## config.mk

```make
export PLATFORM = sky130hd
export DESIGN_NAME = multicycle_controller_flat
export DESIGN_NICKNAME = d
export VERILOG_FILES = /design/src/rtl/multicycle_controller_pkg.sv /design/src/rtl/multicycle_controller_if.sv /design/src/rtl/multicycle_controller_instr_decode.sv /design/src/rtl/multicycle_controller.sv /design/src/flat_wrapper.sv
export SDC_FILE = /design/constraint.sdc
export NUM_CORES = 1
export LEC_CHECK = 0
export ABC_AREA = 1
export CAP_MARGIN = 0
export CORE_ASPECT_RATIO = 1.25
export CORE_MARGIN = 2
export CORE_UTILIZATION = 30
export DETAILED_ROUTE_END_ITERATION = 10
export GPL_TIMING_DRIVEN = 0
export PLACE_DENSITY_LB_ADDON = 0.15
export SLEW_MARGIN = 20
export SYNTH_ARGS = -nofsm -noshare
export SYNTH_HDL_FRONTEND = slang
export SYNTH_SLANG_ARGS = --single-unit
export TNS_END_PERCENT = 30
```

## constraint.sdc

```tcl
create_clock -name clk -period 1.9 [get_ports clk]
set_input_delay 0.38 -clock clk [delete_from_list [all_inputs] [get_ports clk]]
set_output_delay 0.38 -clock clk [all_outputs]
set_load 0.1 [all_outputs]
```

## src/rtl/multicycle_controller_pkg.sv

```systemverilog
// Shared encodings for the multicycle MIPS controller: states, opcodes,
// funct codes, flag bit positions and every datapath select value.
package multicycle_controller_pkg;

  typedef enum logic [2:0] {
    S_FETCH  = 3'd0,
    S_DECODE = 3'd1,
    S_EXEC   = 3'd2,
    S_MEM_RD = 3'd3,
    S_MEM_WR = 3'd4,
    S_WB     = 3'd5,
    S_BRANCH = 3'd6,
    S_JUMP   = 3'd7
  } state_t;

  localparam logic [5:0] OP_RTYPE = 6'b000000;
  localparam logic [5:0] OP_J     = 6'b000010;
  localparam logic [5:0] OP_JAL   = 6'b000011;
  localparam logic [5:0] OP_BEQ   = 6'b000100;
  localparam logic [5:0] OP_ADDI  = 6'b001000;
  localparam logic [5:0] OP_ADDIU = 6'b001001;
  localparam logic [5:0] OP_ORI   = 6'b001101;
  localparam logic [5:0] OP_LUI   = 6'b001111;
  localparam logic [5:0] OP_LW    = 6'b100011;
  localparam logic [5:0] OP_SW    = 6'b101011;

  localparam logic [5:0] FN_SLL  = 6'b000000;
  localparam logic [5:0] FN_JR   = 6'b001000;
  localparam logic [5:0] FN_ADDU = 6'b100001;
  localparam logic [5:0] FN_SUBU = 6'b100011;
  localparam logic [5:0] FN_SLT  = 6'b101010;

  localparam int FLAG_ZERO = 0;
  localparam int FLAG_OVF  = 1;

  localparam logic [1:0] REGDST_RT = 2'b00;
  localparam logic [1:0] REGDST_RD = 2'b01;
  localparam logic [1:0] REGDST_RA = 2'b10;

  localparam logic [1:0] M2R_ALU = 2'b00;
  localparam logic [1:0] M2R_RAM = 2'b01;
  localparam logic [1:0] M2R_PC  = 2'b10;

  localparam logic [1:0] NPC_PC4 = 2'b00;
  localparam logic [1:0] NPC_BEQ = 2'b01;
  localparam logic [1:0] NPC_J   = 2'b10;
  localparam logic [1:0] NPC_JR  = 2'b11;

  localparam logic [1:0] EXT_ZERO = 2'b00;
  localparam logic [1:0] EXT_SIGN = 2'b01;
  localparam logic [1:0] EXT_LUI  = 2'b10;

  localparam logic [2:0] ALU_ADD  = 3'b000;
  localparam logic [2:0] ALU_SUB  = 3'b001;
  localparam logic [2:0] ALU_OR   = 3'b010;
  localparam logic [2:0] ALU_LESS = 3'b011;

  localparam logic [1:0] FLAGOP_DIS = 2'b00;
  localparam logic [1:0] FLAGOP_SET = 2'b01;

endpackage

```

## src/rtl/multicycle_controller_if.sv

```systemverilog
// Controller <-> datapath bundle: IR fields, ALU flags and memory handshake in,
// per-cycle datapath enables and selects out.
interface multicycle_controller_if;
  logic [5:0]  opcode;
  logic [5:0]  funct;
  logic [31:0] NFlag;
  logic        MemReady;

  logic        PCWr;
  logic        IRWr;
  logic        RegWr;
  logic        MemWr;
  logic        MemRd;
  logic        ALUSrc;
  logic [1:0]  RegDst;
  logic [1:0]  Mem2Reg;
  logic [1:0]  NPCSel;
  logic [1:0]  EXTOp;
  logic [2:0]  ALUOp;
  logic [1:0]  FlagOp;
  logic [2:0]  State;
  logic        Illegal;

  modport master (
    input  opcode, funct, NFlag, MemReady,
    output PCWr, IRWr, RegWr, MemWr, MemRd, ALUSrc, RegDst, Mem2Reg,
           NPCSel, EXTOp, ALUOp, FlagOp, State, Illegal
  );

  modport slave (
    output opcode, funct, NFlag, MemReady,
    input  PCWr, IRWr, RegWr, MemWr, MemRd, ALUSrc, RegDst, Mem2Reg,
           NPCSel, EXTOp, ALUOp, FlagOp, State, Illegal
  );
endinterface

```

## src/rtl/multicycle_controller_instr_decode.sv

```systemverilog
// Purely combinational opcode/funct classifier; link and jump overlap for jal,
// every other encoding lands in exactly one class.
module instr_decode
  import multicycle_controller_pkg::*;
(
  input  logic [5:0] opcode,
  input  logic [5:0] funct,
  output logic       rtype_alu,
  output logic       imm_alu,
  output logic       load,
  output logic       store,
  output logic       branch,
  output logic       jump,
  output logic       link,
  output logic       jreg,
  output logic       nop,
  output logic       illegal
);

  always_comb begin
    rtype_alu = 1'b0;
    imm_alu   = 1'b0;
    load      = 1'b0;
    store     = 1'b0;
    branch    = 1'b0;
    jump      = 1'b0;
    link      = 1'b0;
    jreg      = 1'b0;
    nop       = 1'b0;
    illegal   = 1'b0;
    if (opcode == OP_RTYPE) begin
      // only a shift of zero is accepted, so funct 0 alone marks the nop
      case (funct)
        FN_ADDU, FN_SUBU, FN_SLT: rtype_alu = 1'b1;
        FN_JR:                    jreg      = 1'b1;
        FN_SLL:                   nop       = 1'b1;
        default:                  illegal   = 1'b1;
      endcase
    end else begin
      case (opcode)
        OP_ORI, OP_LUI, OP_ADDI, OP_ADDIU: imm_alu = 1'b1;
        OP_LW:   load   = 1'b1;
        OP_SW:   store  = 1'b1;
        OP_BEQ:  branch = 1'b1;
        OP_J:    jump   = 1'b1;
        OP_JAL: begin
          jump = 1'b1;
          link = 1'b1;
        end
        default: illegal = 1'b1;
      endcase
    end
  end

endmodule

```

## src/rtl/multicycle_controller.sv

```systemverilog
// Multicycle MIPS control FSM: 2 to 5 cycles per instruction, outputs are Mealy
// on state/IR/flags; FETCH, MEM_RD and MEM_WR stall in place until MemReady.
module multicycle_controller
  import multicycle_controller_pkg::*;
(
  input  logic                          clk,
  input  logic                          reset,
  multicycle_controller_if.master       bus
);

  state_t     state, state_nxt;
  logic       rtype_alu, imm_alu, load, store, branch, jump, link, jreg, nop, illegal;
  logic       alu_src;
  logic [1:0] ext_op;
  logic [2:0] alu_op;
  logic       unused_flags;

  assign unused_flags = ^bus.NFlag[31:2];

  instr_decode u_decode (
    .opcode    (bus.opcode),
    .funct     (bus.funct),
    .rtype_alu (rtype_alu),
    .imm_alu   (imm_alu),
    .load      (load),
    .store     (store),
    .branch    (branch),
    .jump      (jump),
    .link      (link),
    .jreg      (jreg),
    .nop       (nop),
    .illegal   (illegal)
  );

  // ALU setup for the current IR, reused by EXEC and the states that hold it
  always_comb begin
    alu_src = imm_alu | load | store;
    ext_op  = EXT_ZERO;
    alu_op  = ALU_ADD;
    if (rtype_alu) begin
      case (bus.funct)
        FN_SUBU: alu_op = ALU_SUB;
        FN_SLT:  alu_op = ALU_LESS;
        default: alu_op = ALU_ADD;
      endcase
    end else if (bus.opcode == OP_ORI) begin
      alu_op = ALU_OR;
    end else if (bus.opcode == OP_LUI) begin
      ext_op = EXT_LUI;
      alu_op = ALU_OR;
    end else if (imm_alu | load | store) begin
      ext_op = EXT_SIGN;
    end
  end

  always_ff @(posedge clk) begin
    if (reset) state <= S_FETCH;
    else       state <= state_nxt;
  end

  assign bus.State = state;

  always_comb begin
    state_nxt   = state;
    bus.PCWr    = 1'b0;
    bus.IRWr    = 1'b0;
    bus.RegWr   = 1'b0;
    bus.MemWr   = 1'b0;
    bus.MemRd   = 1'b0;
    bus.ALUSrc  = 1'b0;
    bus.RegDst  = REGDST_RT;
    bus.Mem2Reg = M2R_ALU;
    bus.NPCSel  = NPC_PC4;
    bus.EXTOp   = EXT_ZERO;
    bus.ALUOp   = ALU_ADD;
    bus.FlagOp  = FLAGOP_DIS;
    bus.Illegal = 1'b0;
    case (state)
      S_FETCH: begin
        bus.MemRd = 1'b1;
        if (bus.MemReady) begin
          bus.IRWr  = 1'b1;
          bus.PCWr  = 1'b1;
          state_nxt = S_DECODE;
        end
      end
      S_DECODE: begin
        if (nop) begin
          state_nxt = S_FETCH;
        end else if (illegal) begin
          bus.Illegal = 1'b1;
          state_nxt   = S_FETCH;
        end else if (branch) begin
          state_nxt = S_BRANCH;
        end else if (jump | jreg) begin
          state_nxt = S_JUMP;
        end else begin
          state_nxt = S_EXEC;
        end
      end
      S_EXEC: begin
        bus.ALUSrc = alu_src;
        bus.EXTOp  = ext_op;
        bus.ALUOp  = alu_op;
        if (load)       state_nxt = S_MEM_RD;
        else if (store) state_nxt = S_MEM_WR;
        else            state_nxt = S_WB;
      end
      S_MEM_RD: begin
        bus.MemRd  = 1'b1;
        bus.ALUSrc = alu_src;
        bus.EXTOp  = ext_op;
        bus.ALUOp  = alu_op;
        if (bus.MemReady) state_nxt = S_WB;
      end
      S_MEM_WR: begin
        bus.MemWr = 1'b1;
        if (bus.MemReady) state_nxt = S_FETCH;
      end
      S_WB: begin
        bus.RegWr   = 1'b1;
        bus.ALUSrc  = alu_src;
        bus.EXTOp   = ext_op;
        bus.ALUOp   = alu_op;
        bus.RegDst  = rtype_alu ? REGDST_RD : REGDST_RT;
        bus.Mem2Reg = load ? M2R_RAM : M2R_ALU;
        // only addi traps overflow into the flag register
        if (bus.opcode == OP_ADDI && bus.NFlag[FLAG_OVF]) bus.FlagOp = FLAGOP_SET;
        state_nxt = S_FETCH;
      end
      S_BRANCH: begin
        bus.ALUOp = ALU_SUB;
        if (bus.NFlag[FLAG_ZERO]) begin
          bus.PCWr   = 1'b1;
          bus.NPCSel = NPC_BEQ;
        end
        state_nxt = S_FETCH;
      end
      S_JUMP: begin
        bus.PCWr   = 1'b1;
        bus.NPCSel = jreg ? NPC_JR : NPC_J;
        if (link) begin
          bus.RegWr   = 1'b1;
          bus.RegDst  = REGDST_RA;
          bus.Mem2Reg = M2R_PC;
        end
        state_nxt = S_FETCH;
      end
      default: state_nxt = S_FETCH;
    endcase
    if (reset) begin
      bus.PCWr    = 1'b0;
      bus.IRWr    = 1'b0;
      bus.RegWr   = 1'b0;
      bus.MemWr   = 1'b0;
      bus.MemRd   = 1'b0;
      bus.Illegal = 1'b0;
    end
  end

endmodule
```

## src/flat_wrapper.sv

```systemverilog
// flat-port wrapper written by rule: the top's interface ports become plain ports
module multicycle_controller_flat import multicycle_controller_pkg::*;
  (clk, reset, bus_opcode, bus_funct, bus_NFlag, bus_MemReady, bus_PCWr, bus_IRWr, bus_RegWr, bus_MemWr, bus_MemRd, bus_ALUSrc, bus_RegDst, bus_Mem2Reg, bus_NPCSel, bus_EXTOp, bus_ALUOp, bus_FlagOp, bus_State, bus_Illegal);
  multicycle_controller_if bus_i ();
  input  logic clk;
  input  logic reset;
  input wire logic [$bits(bus_i.opcode)-1:0] bus_opcode;
  input wire logic [$bits(bus_i.funct)-1:0] bus_funct;
  input wire logic [$bits(bus_i.NFlag)-1:0] bus_NFlag;
  input wire logic [$bits(bus_i.MemReady)-1:0] bus_MemReady;
  output wire logic [$bits(bus_i.PCWr)-1:0] bus_PCWr;
  output wire logic [$bits(bus_i.IRWr)-1:0] bus_IRWr;
  output wire logic [$bits(bus_i.RegWr)-1:0] bus_RegWr;
  output wire logic [$bits(bus_i.MemWr)-1:0] bus_MemWr;
  output wire logic [$bits(bus_i.MemRd)-1:0] bus_MemRd;
  output wire logic [$bits(bus_i.ALUSrc)-1:0] bus_ALUSrc;
  output wire logic [$bits(bus_i.RegDst)-1:0] bus_RegDst;
  output wire logic [$bits(bus_i.Mem2Reg)-1:0] bus_Mem2Reg;
  output wire logic [$bits(bus_i.NPCSel)-1:0] bus_NPCSel;
  output wire logic [$bits(bus_i.EXTOp)-1:0] bus_EXTOp;
  output wire logic [$bits(bus_i.ALUOp)-1:0] bus_ALUOp;
  output wire logic [$bits(bus_i.FlagOp)-1:0] bus_FlagOp;
  output wire logic [$bits(bus_i.State)-1:0] bus_State;
  output wire logic [$bits(bus_i.Illegal)-1:0] bus_Illegal;
  assign bus_i.opcode = bus_opcode;
  assign bus_i.funct = bus_funct;
  assign bus_i.NFlag = bus_NFlag;
  assign bus_i.MemReady = bus_MemReady;
  assign bus_PCWr = bus_i.PCWr;
  assign bus_IRWr = bus_i.IRWr;
  assign bus_RegWr = bus_i.RegWr;
  assign bus_MemWr = bus_i.MemWr;
  assign bus_MemRd = bus_i.MemRd;
  assign bus_ALUSrc = bus_i.ALUSrc;
  assign bus_RegDst = bus_i.RegDst;
  assign bus_Mem2Reg = bus_i.Mem2Reg;
  assign bus_NPCSel = bus_i.NPCSel;
  assign bus_EXTOp = bus_i.EXTOp;
  assign bus_ALUOp = bus_i.ALUOp;
  assign bus_FlagOp = bus_i.FlagOp;
  assign bus_State = bus_i.State;
  assign bus_Illegal = bus_i.Illegal;
  multicycle_controller u_core (.clk(clk), .reset(reset), .bus(bus_i));
endmodule
```

## After elaboration in Yosys (flattened, before gate mapping)

Index checks and enable logic that the tools add are counted.

- $add $sub $neg: 0
- Multipliers: 0
- Div/mod/pow operators: 0
- $lt $le $gt $ge: 0
- Equality and inequality tests: 23
- Shifts and indexed selects: 0
- Mux-type cells: 69
- Bitwise operators: 3
- Reductions and logical operators: 13

Operators by type and width:

| cell | number |
|---|---|
| 1-bit 2-to-1 mux | 44 |
| 6-bit by 4-bit equality test with 1-bit output, second input constant | 5 |
| 6-bit equality test, second input constant | 5 |
| 3-bit 2-to-1 mux | 10 |
| 3-bit case mux with 6 select lines | 1 |
| 2-bit case mux with 2 select lines | 4 |
| 2-bit 2-to-1 mux | 7 |
| 3-bit equality test, second input constant | 4 |
| 6-bit by 2-bit equality test with 1-bit output, second input constant | 2 |
| 6-bit zero test | 2 |
| 3-bit OR reduction | 3 |
| 9-bit OR reduction | 1 |
| 3-bit by 2-bit equality test with 1-bit output, second input constant | 2 |
| 6-bit by 3-bit equality test with 1-bit output, second input constant | 1 |
| 2-bit != test, second input constant | 3 |
| 3-bit case mux with 2 select lines | 1 |
| 5-bit OR reduction | 1 |
| 2-bit OR reduction | 2 |
| 4-bit OR reduction | 1 |
| 3-bit by 1-bit equality test with 1-bit output, second input constant | 1 |
| 3-bit zero test | 1 |
| 1-bit OR | 3 |
| 1-bit case mux with 3 select lines | 1 |
| 3-bit AND reduction | 1 |
| 2 further kinds | 2 |

- Register bits after elaboration: 3
- Bits in latches: 0
- Bits in writable memories: 0
- Memory bits (read-only): 0
- Input port bits: 47
- Output and inout port bits: 23
- Word-level logic and storage cells: 109
- Memories kept: 0

## Logic depth before layout (Yosys ltp)

- Word-level depth: 11
- Depth in mapped cells: 10
- Gate-level depth less buffers: 10

## By module

Synthesis repeated with hierarchy kept, for this count alone.

- Cells, all modules: 148
- Area total of the unflattened synthesis: 735.7 um2

Modules (own cells, without submodules):

| module | times used | cells an instance | area an instance (um2) | seq. area each (um2) |
|---|---|---|---|---|
| multicycle_controller | 1 | 102 | 515.5 | 60.1 |
| instr_decode | 1 | 46 | 220.2 | 0.0 |

## Worst setup path after synthesis

Ideal clock, no wire load.

- Kind: flip-flop to output port
- Start: reg u_core.state[0] (netlist: u_core.bus.State[0])
- End: out bus_RegWr
- Data arrival time: 5.494 ns
- Required time: 1.520 ns
- Path slack: -3.974 ns
- Stages on the path, launching flop included: 8
- Buffers on the path: 1
- Cells stage by stage: dfxtp_1 buf_2 inv_1 nor2_1 nand2_1 nor2_1 a31oi_1 nor2_1

- Cells in the longest elaborated chain, start to end: 3
- Elaborated cells between the ends (all ways): 4
- Those cells by class: 2 x eq/ne; 2 x mux

RTL lines:

| item | line | text |
|---|---|---|
| from (decl) | multicycle_controller.sv:11 | `state_t state, state_nxt;` |
| from (signal assigned) | multicycle_controller.sv:58 | `else state <= state_nxt;` |
| 3-bit equality test | multicycle_controller.sv:78 | `case (state)` |
| 1-bit case mux with 2 select lines * | multicycle_controller.sv:78 |  |
| 1-bit 2-to-1 mux * | multicycle_controller.sv:151 | `if (reset) begin` |
| to (decl) | flat_wrapper.sv:13 | `output wire logic [$bits(bus_i.RegWr)-1:0] bus_RegWr;` |

Every way passes the cells marked *; elsewhere a longest branch is shown, timed or not.

## Final worst setup path

- Start: in bus_opcode[4]
- End: out bus_Illegal

- Cells in the longest elaborated chain, start to end: 8
- Elaborated cells between the ends (all ways): 18
- Those cells by class: 9 x eq/ne; 7 x mux; 2 x reduce/logical

RTL lines:

| item | line | text |
|---|---|---|
| from (decl) | flat_wrapper.sv:7 | `input wire logic [$bits(bus_i.opcode)-1:0] bus_opcode;` |
| 6-bit by 2-bit equality test with 1-bit output (tied with other cells) | multicycle_controller_instr_decode.sv:40 | `case (opcode)` |
| 9-bit OR reduction (no line) | n/a |  |
| 1-bit 2-to-1 mux | multicycle_controller_instr_decode.sv:40 |  |
| 1-bit 2-to-1 mux | multicycle_controller_instr_decode.sv:31 | `if (opcode == OP_RTYPE) begin` |
| 1-bit 2-to-1 mux | multicycle_controller.sv:90 | `end else if (illegal) begin` |
| 1-bit 2-to-1 mux * | multicycle_controller.sv:88 | `if (nop) begin` |
| 1-bit 2-to-1 mux * | multicycle_controller.sv:78 |  |
| 1-bit 2-to-1 mux * | multicycle_controller.sv:151 |  |
| to (decl) | flat_wrapper.sv:24 | `output wire logic [$bits(bus_i.Illegal)-1:0] bus_Illegal;` |

Marked as above.

==> flow_summary_export.csv <==
group,metric,value,unit
outcome,status,"complete, but fails checks",
outcome,violations,"negative setup slack",
clock_network,cts_root_buffer,"clkbuf_4",
logic_synthesis,synth_edf_count,0,
power_and_ir_drop,power.density,329.7,nW/um^2
sta,min_period,1.963,ns
floorplanning,fp-row-count,18,
sta,fmax,509.5,MHz
clock_network,htreeDepth,1,
sta,rsz0062_at_grt,"true",
finish,drive_gt1_share,51.37,%
sta,period_share,103.3,%
floorplanning,die_area,2578,um^2
logic_synthesis,ys_ff_latch,3,
logic_synthesis,synth_async_sr_flop_share,0,%
logic_synthesis,synth_area_per_cell,4.893,um^2
route,drt_iter0_markers,12,
floorplanning,start_util,32.35,%
finish,final_common_cell,"nand2_1",
grt,grt_use_total,18.41,%
grt,antenna_found_initial,0,
worst_setup_path,cp.arrival,1.58,ns
power_and_ir_drop,p_leak,0.6641,nW
hold_path,min_to,"u_core.bus.State[0]",
route,routedWlPerCell,11.30,um
worst_setup_path,worstReg2RegStart,"u_core.bus.State[0]",
sta,setup_viol,2,
worst_setup_path,worstRegToRegCells,7,
finish,layout_common_cells,"nand2_1, inv_1, buf_4, nor2_1, nor2_4",
clock_network,hold_buffers,0,
placed_design,dp_hpwl,1669,um
finish,post-route-util,67.90,%
logic_synthesis,ys_warn_count,0,
worst_setup_path,crit_required,1.52,ns
sta,final_max_slew_viol_count,0,
worst_setup_path,criticalPathCategory,"in -> out",
worst_setup_path,crit_fanout,4,
finish,instances_no_fill,203,
grt,grt_max_degree,9,
finish,area_delta_synth_final,109.9,%
run,cap_violations,0,
floorplanning,die_y,56.27,um
logic_synthesis,synth_ff_type,"dfxtp_1",
sta,finalClockSkew,0.0002316,ns
floorplanning,core,2027,um^2
worst_setup_path,endpoint_kind,"primary output",
route,drc,0,
worst_setup_path,ff2ff_setup_slack,0.70,ns
grt,overflow,0,
hold_path,hp-class,"in -> reg",
hold_path,hp-start,"reset",
sta,fin_tns_setup,-0.06938,ns
clock_network,clk_latency,0.23,ns
clock_network,clock_sinks,3,
route,routed_wl,2294,um
grt,grt_pass1_vias,937,
logic_synthesis,synthesis.area,655.6,um^2
clock_network,clockBufferDepth,2,
sta,slew_headroom,36.99,%
sta,tightest_slew,0.9490,ns
route,drt_pass1_iterations,4,
placed_design,dp.cells,191,
sta,worst_slack,-0.06268,ns
power_and_ir_drop,power,453.7,uW
floorplanning,die_width,45.82,um
logic_synthesis,ys_types,21,
floorplanning,boundaryPins,70,
finish,antenna_cells,0,
hold_path,min_path_cells,2,
route,num_vias,998,
finish,nFillCells,184,
worst_setup_path,cp-start-kind,"input pin",
clock_network,cts_tree,"done",
power_and_ir_drop,peakVddDrop,0.2987,mV
sta,finalHoldViolCount,0,
placed_design,place.gp.congestion,0.8337,
placed_design,numPortBuffers,36,
logic_synthesis,syn_inst,134,
finish,largest_reg_flops,3,
worst_setup_path,reg2reg_to,"u_core.bus.State[1]",
route,ant_nets,0,
finish,finish.net_count,231,
logic_synthesis,synth-seq-area-share,9.160,%
grt,grt_pass1_wl,3726,um
clock_network,numCtsBuffers,3,
clock_network,clk_pin_slew,0.04,ns
route,vias_per_cell,4.916,
==> stage by stage <==
stage               hold WS, ns  worst slack (ns)  cell area [um^2]
floorplan                0.5413           -0.9741             762.0
global placement         0.6324            -1.384              1147
detailed placement       0.6277            -1.402              1147
CTS                      0.4858           -0.2034              1282
global route             0.5092           -0.1531              1376
finish                   0.4964          -0.06268              1376
==> logic make-up after synthesis <==
logic type / Yosys count / synth area share (%)
and+or+nand+nor: 87 / 58.40
other: 1 / 0.5720
DFF: 3 / 9.161
AOI/OAI and AO/OA: 13 / 12.60
buffers and inverters: 30 / 19.27
==> routing by layer <==
| metal | vias up | part of all wire (%) | GRT usage (%) |
|---|---|---|---|
| li1 | 509 | - | - |
| met1 | 461 | 41 | 22.50 |
| met2 | 22 | 54 | 31.99 |
| met3 | 6 | 3.3 | 0.3215 |
| met4 | 0 | 1.7 | 8.163 |
| met5 | - | 0 | 0 |
==> layout make-up <==
cell class | count | area [um^2] | share of cell area (%)
Timing Repair Buffer | 44 | 460.4 | 33.45
Inverter | 25 | 96.34 | 7.000
Tap cell | 20 | 25.02 | 1.818
Clock buffer | 4 | 26.28 | 1.909
Sequential cell | 3 | 71.32 | 5.182
Buffer | 5 | 38.79 | 2.818
Multi-Input combinational cell | 102 | 658.1 | 47.82
==> power breakdown <==
part | total (mW) | switching (mW) | internal [mW]
clock network | 0.110 | 0.0314 | 0.0786
logic | 0.276 | 0.183 | 0.0933
registers | 0.0674 | 0.00325 | 0.0642
total | 0.454 | 0.218 | 0.236
==> critical path: stages <==
cell and delay [ns]:
buf_8 0.10, nor2_4 0.15, nand2_4 0.08, nor2_4 0.11, nand2_1 0.06, nor2_1 0.09, nand2_1 0.09, a211oi_2 0.26
buf_6 0.26
==> cells in the mapped netlist (3+ instances only) <==
| master | count | area, um^2 |
|---|---|---|
| nand2_1 | 30 | 112.6 |
| buf_4 | 3 | 22.52 |
| nor2_1 | 32 | 120.1 |
| inv_2 | 4 | 15.01 |
| o21ai_0 | 3 | 15.01 |
| dfxtp_1 | 3 | 60.06 |
| nand3_1 | 15 | 75.07 |
| nor2_4 | 3 | 33.78 |
| inv_1 | 21 | 78.83 |
| a21oi_1 | 4 | 20.02 |
==> worst max path at each step <==
stage,start,to,cells after the start
after floorplan,u_core.bus.State[0],bus_RegWr,7
after global placement,bus_opcode[0],bus_Illegal,9
after detailed placement,bus_opcode[0],bus_Illegal,9
after CTS,bus_opcode[5],bus_Illegal,9
after global routing,bus_opcode[4],bus_Illegal,9
final,bus_opcode[4],bus_Illegal,9
==> what timing repair did <==
| action | 4_1_cts | 5_1_grt |
|---|---|---|
| pin swaps | 16 | 12 |
| resized for setup | 176 | 36 |
| setup endpoints to repair | 21 | 16 |
| setup buffers | 4 | 4 |
No activity file was read; power rests on OpenSTA's default activity.
